[src/rtl/mem_port_arbiter_if.sv]
// mem_port_arbiter_if
//   Bundles the three sides of the shared memory port: the instruction-fetch
//   requester, the MEM-stage data requester and the single memory port.
//   master : arbiter view (takes requests and memory responses, drives
//            completions, stalls and the memory command)
//   slave  : environment view (requesters plus memory)
// Parameters: ADDR_W address width, DATA_W data width.

interface mem_port_arbiter_if #(
  parameter int ADDR_W = 32,
  parameter int DATA_W = 32
);

  // fetch requester
  logic              if_req;
  logic [ADDR_W-1:0] if_addr;
  logic [DATA_W-1:0] if_rdata;
  logic              if_done;
  logic              if_stall;

  // data requester
  logic              d_req;
  logic              d_we;
  logic [ADDR_W-1:0] d_addr;
  logic [DATA_W-1:0] d_wdata;
  logic [DATA_W-1:0] d_rdata;
  logic              d_done;
  logic              d_stall;

  // memory port
  logic              mem_req;
  logic              mem_we;
  logic [ADDR_W-1:0] mem_addr;
  logic [DATA_W-1:0] mem_wdata;
  logic [DATA_W-1:0] mem_rdata;
  logic              mem_ack;

  modport master (
    input  if_req, if_addr,
    output if_rdata, if_done, if_stall,
    input  d_req, d_we, d_addr, d_wdata,
    output d_rdata, d_done, d_stall,
    output mem_req, mem_we, mem_addr, mem_wdata,
    input  mem_rdata, mem_ack
  );

  modport slave (
    output if_req, if_addr,
    input  if_rdata, if_done, if_stall,
    output d_req, d_we, d_addr, d_wdata,
    input  d_rdata, d_done, d_stall,
    input  mem_req, mem_we, mem_addr, mem_wdata,
    output mem_rdata, mem_ack
  );

endinterface

[src/rtl/mem_port_arbiter.sv]
// mem_port_arbiter
//   Serializes instruction fetches and data accesses onto one single-ported
//   memory with a variable-latency req/ack handshake. Data wins collisions,
//   except that a waiting fetch is granted after STARVE_LIMIT consecutive data
//   grants. Every access costs at least three cycles: grant (IDLE), one or more
//   BUSY cycles until mem_ack, then a RESP cycle carrying the done pulse.
// Ports:
//   clk  rising-edge clock
//   rst  synchronous active-high reset
//   bus  mem_port_arbiter_if.master (requesters, stalls, memory port)
//
// state  | meaning
// IDLE   | no access in flight; grant a pending request at end of cycle
// BUSY_I | fetch access on the memory port, waiting for mem_ack
// BUSY_D | data access on the memory port, waiting for mem_ack
// RESP   | done pulse to the granted requester; no new grant this cycle

module mem_port_arbiter #(
  parameter int ADDR_W       = 32,
  parameter int DATA_W       = 32,
  parameter int STARVE_LIMIT = 4
) (
  input  logic               clk,
  input  logic               rst,
  mem_port_arbiter_if.master bus
);

  localparam int              CNT_W   = $clog2(STARVE_LIMIT + 1);
  localparam logic [CNT_W-1:0] CNT_MAX = CNT_W'(STARVE_LIMIT);

  typedef enum logic [1:0] {
    IDLE   = 2'd0,
    BUSY_I = 2'd1,
    BUSY_D = 2'd2,
    RESP   = 2'd3
  } state_t;

  state_t            state;
  state_t            state_nxt;

  logic [CNT_W-1:0]  starve_cnt;
  logic              owner_d;      // last grant went to the data requester
  logic              grant_i;
  logic              grant_d;
  logic              fetch_due;

  logic              mem_we_q;
  logic [ADDR_W-1:0] mem_addr_q;
  logic [DATA_W-1:0] mem_wdata_q;
  logic [DATA_W-1:0] if_rdata_q;
  logic [DATA_W-1:0] d_rdata_q;

  // Next-state and grant decision. Grants only come from registered state and
  // the request inputs; the mem_* outputs are all registered or state-decoded,
  // so no combinational path exists from a request to the memory port.
  always_comb begin
    state_nxt = state;
    grant_i   = 1'b0;
    grant_d   = 1'b0;
    fetch_due = bus.if_req && (starve_cnt == CNT_MAX);
    case (state)
      IDLE: begin
        if (bus.d_req && !fetch_due) begin
          grant_d   = 1'b1;
          state_nxt = BUSY_D;
        end else if (bus.if_req) begin
          grant_i   = 1'b1;
          state_nxt = BUSY_I;
        end
      end
      BUSY_I, BUSY_D: begin
        if (bus.mem_ack) begin
          state_nxt = RESP;
        end
      end
      RESP: begin
        state_nxt = IDLE;
      end
      default: begin
        state_nxt = IDLE;
      end
    endcase
  end

  always_ff @(posedge clk) begin
    if (rst) begin
      state <= IDLE;
    end else begin
      state <= state_nxt;
    end
  end

  // Latched command, starvation counter and captured read data.
  always_ff @(posedge clk) begin
    if (rst) begin
      starve_cnt  <= '0;
      owner_d     <= 1'b0;
      mem_we_q    <= 1'b0;
      mem_addr_q  <= '0;
      mem_wdata_q <= '0;
      if_rdata_q  <= '0;
      d_rdata_q   <= '0;
    end else begin
      if (grant_d) begin
        owner_d     <= 1'b1;
        mem_we_q    <= bus.d_we;
        mem_addr_q  <= bus.d_addr;
        mem_wdata_q <= bus.d_wdata;
        // Counts data grants that overtook a waiting fetch; a data grant with
        // no fetch waiting means nobody is being starved.
        if (bus.if_req) begin
          if (starve_cnt != CNT_MAX) begin
            starve_cnt <= starve_cnt + CNT_W'(1);
          end
        end else begin
          starve_cnt <= '0;
        end
      end

      if (grant_i) begin
        owner_d    <= 1'b0;
        mem_we_q   <= 1'b0;
        mem_addr_q <= bus.if_addr;
        starve_cnt <= '0;
      end

      if ((state == BUSY_I) && bus.mem_ack) begin
        if_rdata_q <= bus.mem_rdata;
      end

      // Writes leave the data read register untouched.
      if ((state == BUSY_D) && bus.mem_ack && !mem_we_q) begin
        d_rdata_q <= bus.mem_rdata;
      end
    end
  end

  assign bus.mem_req   = (state == BUSY_I) || (state == BUSY_D);
  assign bus.mem_we    = mem_we_q;
  assign bus.mem_addr  = mem_addr_q;
  assign bus.mem_wdata = mem_wdata_q;

  assign bus.if_done   = (state == RESP) && !owner_d;
  assign bus.d_done    = (state == RESP) && owner_d;
  assign bus.if_rdata  = if_rdata_q;
  assign bus.d_rdata   = d_rdata_q;

  // Stalls drop in the done cycle so the pipeline register captures at its end.
  assign bus.if_stall  = bus.if_req && !bus.if_done;
  assign bus.d_stall   = bus.d_req && !bus.d_done;

endmodule
[src/flat_wrapper.sv]
// flat-port wrapper written by rule: the top's interface ports become plain ports
module mem_port_arbiter_flat 
#(
  parameter int ADDR_W       = 32,
  parameter int DATA_W       = 32,
  parameter int STARVE_LIMIT = 4
)
  (clk, rst, bus_if_req, bus_if_addr, bus_if_rdata, bus_if_done, bus_if_stall, bus_d_req, bus_d_we, bus_d_addr, bus_d_wdata, bus_d_rdata, bus_d_done, bus_d_stall, bus_mem_req, bus_mem_we, bus_mem_addr, bus_mem_wdata, bus_mem_rdata, bus_mem_ack);
  mem_port_arbiter_if #(.ADDR_W(ADDR_W), .DATA_W(DATA_W)) bus_i ();
  input  logic clk;
  input  logic rst;
  input wire logic [$bits(bus_i.if_req)-1:0] bus_if_req;
  input wire logic [$bits(bus_i.if_addr)-1:0] bus_if_addr;
  output wire logic [$bits(bus_i.if_rdata)-1:0] bus_if_rdata;
  output wire logic [$bits(bus_i.if_done)-1:0] bus_if_done;
  output wire logic [$bits(bus_i.if_stall)-1:0] bus_if_stall;
  input wire logic [$bits(bus_i.d_req)-1:0] bus_d_req;
  input wire logic [$bits(bus_i.d_we)-1:0] bus_d_we;
  input wire logic [$bits(bus_i.d_addr)-1:0] bus_d_addr;
  input wire logic [$bits(bus_i.d_wdata)-1:0] bus_d_wdata;
  output wire logic [$bits(bus_i.d_rdata)-1:0] bus_d_rdata;
  output wire logic [$bits(bus_i.d_done)-1:0] bus_d_done;
  output wire logic [$bits(bus_i.d_stall)-1:0] bus_d_stall;
  output wire logic [$bits(bus_i.mem_req)-1:0] bus_mem_req;
  output wire logic [$bits(bus_i.mem_we)-1:0] bus_mem_we;
  output wire logic [$bits(bus_i.mem_addr)-1:0] bus_mem_addr;
  output wire logic [$bits(bus_i.mem_wdata)-1:0] bus_mem_wdata;
  input wire logic [$bits(bus_i.mem_rdata)-1:0] bus_mem_rdata;
  input wire logic [$bits(bus_i.mem_ack)-1:0] bus_mem_ack;
  assign bus_i.if_req = bus_if_req;
  assign bus_i.if_addr = bus_if_addr;
  assign bus_if_rdata = bus_i.if_rdata;
  assign bus_if_done = bus_i.if_done;
  assign bus_if_stall = bus_i.if_stall;
  assign bus_i.d_req = bus_d_req;
  assign bus_i.d_we = bus_d_we;
  assign bus_i.d_addr = bus_d_addr;
  assign bus_i.d_wdata = bus_d_wdata;
  assign bus_d_rdata = bus_i.d_rdata;
  assign bus_d_done = bus_i.d_done;
  assign bus_d_stall = bus_i.d_stall;
  assign bus_mem_req = bus_i.mem_req;
  assign bus_mem_we = bus_i.mem_we;
  assign bus_mem_addr = bus_i.mem_addr;
  assign bus_mem_wdata = bus_i.mem_wdata;
  assign bus_i.mem_rdata = bus_mem_rdata;
  assign bus_i.mem_ack = bus_mem_ack;
  mem_port_arbiter #(.ADDR_W(ADDR_W), .DATA_W(DATA_W), .STARVE_LIMIT(STARVE_LIMIT)) u_core (.clk(clk), .rst(rst), .bus(bus_i));
endmodule
[config.mk]
export PLATFORM = sky130hd
export DESIGN_NAME = mem_port_arbiter_flat
export DESIGN_NICKNAME = d
export VERILOG_FILES = /design/src/rtl/mem_port_arbiter_if.sv /design/src/rtl/mem_port_arbiter.sv /design/src/flat_wrapper.sv
export SDC_FILE = /design/constraint.sdc
export NUM_CORES = 1
export LEC_CHECK = 0
export BUFFER_PORTS_ARGS = -buffer_cell sky130_fd_sc_hd__buf_2
export CORE_ASPECT_RATIO = 1.1
export CORE_UTILIZATION = 46
export CTS_CLUSTER_DIAMETER = 100
export DETAILED_ROUTE_END_ITERATION = 10
export HOLD_SLACK_MARGIN = 0.08
export PLACE_DENSITY = 0.91
export SLEW_MARGIN = 20
export SYNTH_ARGS = -nofsm -noshare
export SYNTH_HDL_FRONTEND = slang
export SYNTH_SLANG_ARGS = --single-unit
[constraint.sdc]
create_clock -name clk -period 2 [get_ports clk]
set_clock_uncertainty 0.15 [all_clocks]
set_input_delay 0.2 -clock clk [delete_from_list [all_inputs] [get_ports clk]]
set_output_delay 0.2 -clock clk [all_outputs]
set_load 0.02 [all_outputs]
== After elaboration in Yosys (flattened, before gate mapping) ==
Index checks and enable logic that the tools add are counted.
W data, S select, Z words.

* Add/sub/neg operators: 1
* $mul: 0
* Divide/modulo/power cells: 0
* Order comparisons: 0
* Equal/unequal tests: 8
* Shift operators: 0
* Muxes and demuxes: 13
* Bitwise logic cells: 0
* Reduce and logical (&&, ||, !) cells: 21

{| class="wikitable"
|+ Operators by type and width
! kind !! number
|-
| $mux W32 || 2
|-
| $logic_and A1 B1 Y1 || 9
|-
| $mux W2 || 3
|-
| $mux W3 || 2
|-
| $pmux W2 S3 || 1
|-
| $logic_not A1 Y1 || 5
|-
| $mux W1 || 5
|-
| $eq A2 B2 Y1 const B || 2
|-
| $reduce_and A2 Y1 || 2
|-
| $reduce_or A2 Y1 || 2
|-
| $add A3 B1 Y3 const B || 1
|-
| $eq A3 B3 Y1 const B || 1
|-
| $ne A3 B2 Y1 const B || 1
|-
| $ne A3 B3 Y1 const B || 1
|-
| $eq A2 B1 Y1 const B || 1
|-
| $logic_not A2 Y1 || 1
|-
| $ne A2 B1 Y1 const B || 1
|-
| $ne A2 B2 Y1 const B || 1
|-
| $reduce_bool A2 Y1 || 1
|-
| $logic_or A1 B1 Y1 || 1
|}

* Flip-flop bits (word level): 135
* Latch bits: 0
* Memory bits (writable): 0
* ROM bits: 0
* Input bits: 134
* Output and inout port bits: 134
* Logic and storage cells: 51
* Memories kept: 0

== Longest topological paths before layout ==
* Depth after elaboration: 8
* Gate-level depth with buffers: 8
* Gate-level depth less buffers: 5

== Worst setup path after synthesis ==
No wires, ideal clock.

* Kind: reg2reg
* From: register u_core.state[0]
* To: register u_core.starve_cnt[1]
* Data arrival time: 1.400 ns
* Path slack: 0.322 ns
* Cell stages (with the launch flop): 9
* Path buffers: 3
* Clock period less this slack: 1.678 ns
* Path through: dfxtp_1 inv_1 ha_1 buf_4 and2_1 buf_2 buf_6 a32oi_1 nor2_1

* Word-level cells in the longest chain between the ends: 3

{| class="wikitable"
|+ Ends and longest elaborated chain
! item !! line !! RTL
|-
| start: declaration || mem_port_arbiter.sv:38 || <nowiki>state_t state;</nowiki>
|-
| start signal: assignment || mem_port_arbiter.sv:89 || <nowiki>state <= state_nxt;</nowiki>
|-
| $logic_not A2 Y1 (*) || mem_port_arbiter.sv:61 || <nowiki>case (state)</nowiki>
|-
| $mux W1 || mem_port_arbiter.sv:61 ||
|-
| $reduce_and A2 Y1 (no source line) or $reduce_or A2 Y1 (tied branches) || -- ||
|-
| end signal: assignment || mem_port_arbiter.sv:113 || <nowiki>starve_cnt <= starve_cnt + CNT_W'(1);</nowiki>
|-
| end: declaration || mem_port_arbiter.sv:41 || <nowiki>logic [CNT_W-1:0] starve_cnt;</nowiki>
|}

Every way passes the cells marked *; elsewhere a longest branch is shown, timed or not.
A chain may end at the register's enable or synchronous reset.

== Final worst setup path ==
* From: register u_core.state[1]
* To: register u_core.mem_addr_q[15] (netlist: u_core.bus.mem_addr[15])

* Word-level cells in the longest chain between the ends: 3

{| class="wikitable"
|+ Ends and longest elaborated chain
! item !! line !! RTL
|-
| $logic_not A2 Y1 (*) || mem_port_arbiter.sv:61 ||
|-
| $mux W1 || mem_port_arbiter.sv:61 ||
|-
| $mux W32 or $reduce_bool A2 Y1 (tied branches) || -- ||
|-
| end signal: assignment || mem_port_arbiter.sv:107 || <nowiki>mem_addr_q <= bus.d_addr;</nowiki>
|-
| end signal: assignment || mem_port_arbiter.sv:123 || <nowiki>mem_addr_q <= bus.if_addr;</nowiki>
|-
| end: declaration || mem_port_arbiter.sv:48 || <nowiki>logic [ADDR_W-1:0] mem_addr_q;</nowiki>
|}

Marked as above.

==> impl_summary.log <==
INFO  metric status = completed
INFO  metric yosysWarningCount = 0
INFO  metric hold_violations = 0
INFO  metric final.setup.tns = 0 ns
INFO  metric setup.worst_path.end_class = flop
INFO  metric required = approximately 2.1 ns
INFO  metric final-setup-viol-count = 0
INFO  metric layout_filler_cell_count = 737
INFO  metric clock-sinks = 135
INFO  metric post-route-min-period = about 1.9 ns
INFO  metric netlist_instances = 669
INFO  metric min_delay_path_depth = 4
INFO  metric drt_drc_violations_left = 0
INFO  metric row_count = approximately 40
INFO  metric placement.io_buffers = 267
INFO  metric synth_area = about 5400 um2
INFO  metric pin_count_of_the_biggest_net_entering_global_routing = 57
INFO  metric cts.reportedPaths.clkPinSlew = roughly 0.060 ns
INFO  metric antenna_cells = 0
INFO  metric max-cap-violations = 0
INFO  metric synth_ff_type = sky130_fd_sc_hd__dfxtp_1
INFO  metric worst_ep_arrival_time = roughly 2.0 ns
INFO  metric vias_per_cell = around 5.7
INFO  metric numCtsBuffers = 17
INFO  metric initial_core_util = between 40% and 50%
INFO  metric grt_setup_unrepaired = false
INFO  metric die_area = about 12,000 um2
INFO  metric post_synth.cell_area_avg = around 8 um2
INFO  metric final.hold.worst_slack = roughly 0.17 ns
INFO  metric total_global_route_track_usage = 34.23%
INFO  metric die_h = approximately 120 um
INFO  metric critPathLaunchType = flop
INFO  metric placement.cell_area = 6766 um2
INFO  metric finalCritPeriodShare = 94.11%
INFO  metric post-cts-setup-buffer-count = 0
INFO  metric max_slew.worst_pin.slew = ~0.59 ns
INFO  metric hold_path.startpoint = bus_mem_ack
INFO  metric startpoint_of_the_most_critical_register_to_register_path = u_core.state[1]
INFO  metric postSynthRegisterBits = ~140
INFO  metric synthDominantCellAreaShare = about half
INFO  metric post_layout_nonfiller_instances = roughly 1,200
INFO  metric detail_route.iter0.violations = 607
INFO  metric synth.most_common_cell = sky130_fd_sc_hd__dfxtp_1
INFO  metric worstHoldPathType = in -> reg
INFO  metric place.detailed.hpwl = around 11 mm
INFO  metric h-tree-depth = 4
INFO  metric cts-root-to-sink-buffers = 2
INFO  metric share_of_post_route_cells_with_drive_strength_above_1 = between 30% and 40%
INFO  metric clock.fmax = ~0.53 GHz
INFO  metric mappedNetlistNets = between 800 and 900
INFO  metric first_pass_grt_wire_length = 32.48 mm
INFO  metric maxSlewViolCount = 0
INFO  metric worstPathMaxFanout = 34
INFO  metric p_per_area = 1181 nW/um2
INFO  metric synth_enable_flop_cells = 0
INFO  metric via_count = about 7,000
INFO  metric synth_area_leaders = sky130_fd_sc_hd__dfxtp_1 (50%), sky130_fd_sc_hd__a21oi_1 (12%), sky130_fd_sc_hd__nand2_1 (9.1%)
INFO  metric postLayoutCellArea = 8710 um2
INFO  metric ant_nets = 0
INFO  metric min_delay_worst_endpoint = u_core.state[0]
INFO  metric drtPass1Iterations = 5
INFO  metric total_leakage_power = just under 4 nW
INFO  metric globalRouteOverflowTotal = 0
INFO  metric synth.yosys.seq_area_share = around half
INFO  metric critPathLaunch = u_core.state[1]
INFO  metric timing.setup.critical_path_class = reg -> reg
INFO  metric yosys.cell_types.count = 35
INFO  metric clock_tree_root = sky130_fd_sc_hd__clkbuf_16
INFO  metric fp.coreArea = between 10,000 and 15,000 um2
INFO  metric place_congestion = ~0.8
INFO  metric synth_top_cell_by_area = sky130_fd_sc_hd__dfxtp_1
INFO  metric timing.max_slew.rel_slack = about three fifths
INFO  metric reg2reg_depth = 6
INFO  metric nNetsFinal = ~1,200
INFO  metric die_width = between 100 and 150 um
INFO  metric numPlacedInstances = 1,038
INFO  metric regToRegEndpoint = u_core.bus.mem_addr[15]
INFO  metric synthArstFlopShare = 0%
INFO  metric r2r_setup_slack = around 0.12 ns
INFO  metric power = roughly 0.010 W
INFO  metric routed_len_inst = 18.12 um
INFO  metric clock_insertion_delay_worst_skew = about 0.42 ns
INFO  metric yosys-top-cells-count = sky130_fd_sc_hd__dfxtp_1 (135), sky130_fd_sc_hd__a21oi_1 (133), sky130_fd_sc_hd__nand2_1 (132), sky130_fd_sc_hd__o21ai_0 (73), sky130_fd_sc_hd__nand3_1 (35)
INFO  metric detail_route.wirelength = 21.77 mm
INFO  metric area_growth_syn_to_layout = 59.91%
INFO  metric antenna_violations_before_repair = 1
INFO  metric cts_tree = done
INFO  metric ir_worst_vdd = approximately 0.9 mV
INFO  metric top_level_ports = roughly 270
INFO  metric first_global_vias = around 6,600
final cells by class:
type                       count  area, um2  area share [%]
timing repair buffer         413       2816           32.34
sequential                   135       2703           31.03
multi-input combinational    466       2362           27.12
clock buffer                  20      446.7           5.129
tap                          150      187.7           2.155
clock inverter                12      175.2           2.011
inverter                       5      18.77          0.2155
state kept, by name, summed over array words and instances (netlist names):
register              count
u_core.state              2
u_core.bus.d_rdata       32
u_core.bus.mem_addr      32
u_core.bus.mem_wdata     32
u_core.bus.mem_we         1
u_core.starve_cnt         3
u_core.owner_d            1
u_core.bus.if_rdata      32
power by group:
group	internal, W	switching, W	total (W)
registers	0.00318	0.000282	0.00347
clock network	0.00212	0.00119	0.00331
logic	0.00125	0.00226	0.00351
total	0.00655	0.00374	0.0103
layer usage:
layer / track usage (%) / share of wire (%) / vias to the layer above
met3: 10.77 / 10 / 114
met2: 58.26 / 49 / 511
met4: 25.83 / 5.4 / 2
met5: 0 / 0.083 / -
li1: - / - / 3069
met1: 35.85 / 36 / 3142
per-stage QoR:
step | utilization [%] | worst slack [ns]
after floorplan | - | 0.3224
after global placement | 58.89 | 0.2290
after detailed placement | 58.89 | 0.1658
after CTS | 75.71 | 0.1507
after global routing | 75.79 | 0.02886
final | 75.79 | 0.1178
timing repair:
item                                    CTS  global route
resized for setup                         0             2
hold endpoints to repair                130             0
endpoints found under the setup margin    0            20
hold buffers                            131             0
how the worst max path moves through the flow:
stage                                   end  slack, ns  cells after the start
global route        u_core.bus.mem_wdata[8]       0.03                      6
finish              u_core.bus.mem_addr[15]       0.12                      6
floorplan              u_core.starve_cnt[1]       0.32                      8
CTS                             bus_mem_req       0.15                      3
global placement    u_core.bus.mem_addr[24]       0.23                      5
detailed placement  u_core.bus.mem_addr[25]       0.17                      5
critical path, cell delays in order (launching register included):
cell and delay, ns:
sky130_fd_sc_hd__dfxtp_1 0.39, sky130_fd_sc_hd__inv_1 0.10, sky130_fd_sc_hd__ha_1 0.30, sky130_fd_sc_hd__and2_1 0.24
sky130_fd_sc_hd__buf_12 0.18, sky130_fd_sc_hd__a31oi_1 0.27, sky130_fd_sc_hd__a21oi_1 0.12
placed cells by master (no fill, tap or decap), types with 2 or more instances in the layout:
| cell | n |
|---|---|
| sky130_fd_sc_hd__dfxtp_1 | 135 |
| sky130_fd_sc_hd__nor2_1 | 3 |
| sky130_fd_sc_hd__nor2b_1 | 4 |
| sky130_fd_sc_hd__nand3b_1 | 2 |
| sky130_fd_sc_hd__buf_12 | 4 |
| sky130_fd_sc_hd__a21oi_1 | 133 |
| sky130_fd_sc_hd__inv_1 | 5 |
| sky130_fd_sc_hd__nand3_1 | 35 |
| sky130_fd_sc_hd__clkbuf_1 | 2 |
| sky130_fd_sc_hd__clkbuf_16 | 17 |
| sky130_fd_sc_hd__bufinv_16 | 4 |
| sky130_fd_sc_hd__o21ai_0 | 73 |
| sky130_fd_sc_hd__nand2_1 | 132 |
| sky130_fd_sc_hd__buf_2 | 266 |
| sky130_fd_sc_hd__and2_1 | 4 |
| sky130_fd_sc_hd__clkinvlp_4 | 3 |
| sky130_fd_sc_hd__dlygate4sd3_1 | 131 |
| sky130_fd_sc_hd__a31oi_1 | 32 |
| sky130_fd_sc_hd__o21ai_1 | 24 |
| sky130_fd_sc_hd__clkinv_2 | 3 |
| sky130_fd_sc_hd__ha_1 | 7 |
| sky130_fd_sc_hd__buf_4 | 11 |
cell families after synthesis:
| family | count (synthesis) | synth area share, % |
|---|---|---|
| mux | 2 | 0.3905 |
| buf+inv | 68 | 7.122 |
| flops | 135 | 49.62 |
| compound gates | 272 | 26.74 |
| simple gates | 185 | 14.52 |
| fa+ha+maj | 7 | 1.608 |
No activity file was read; power rests on OpenSTA's default activity.
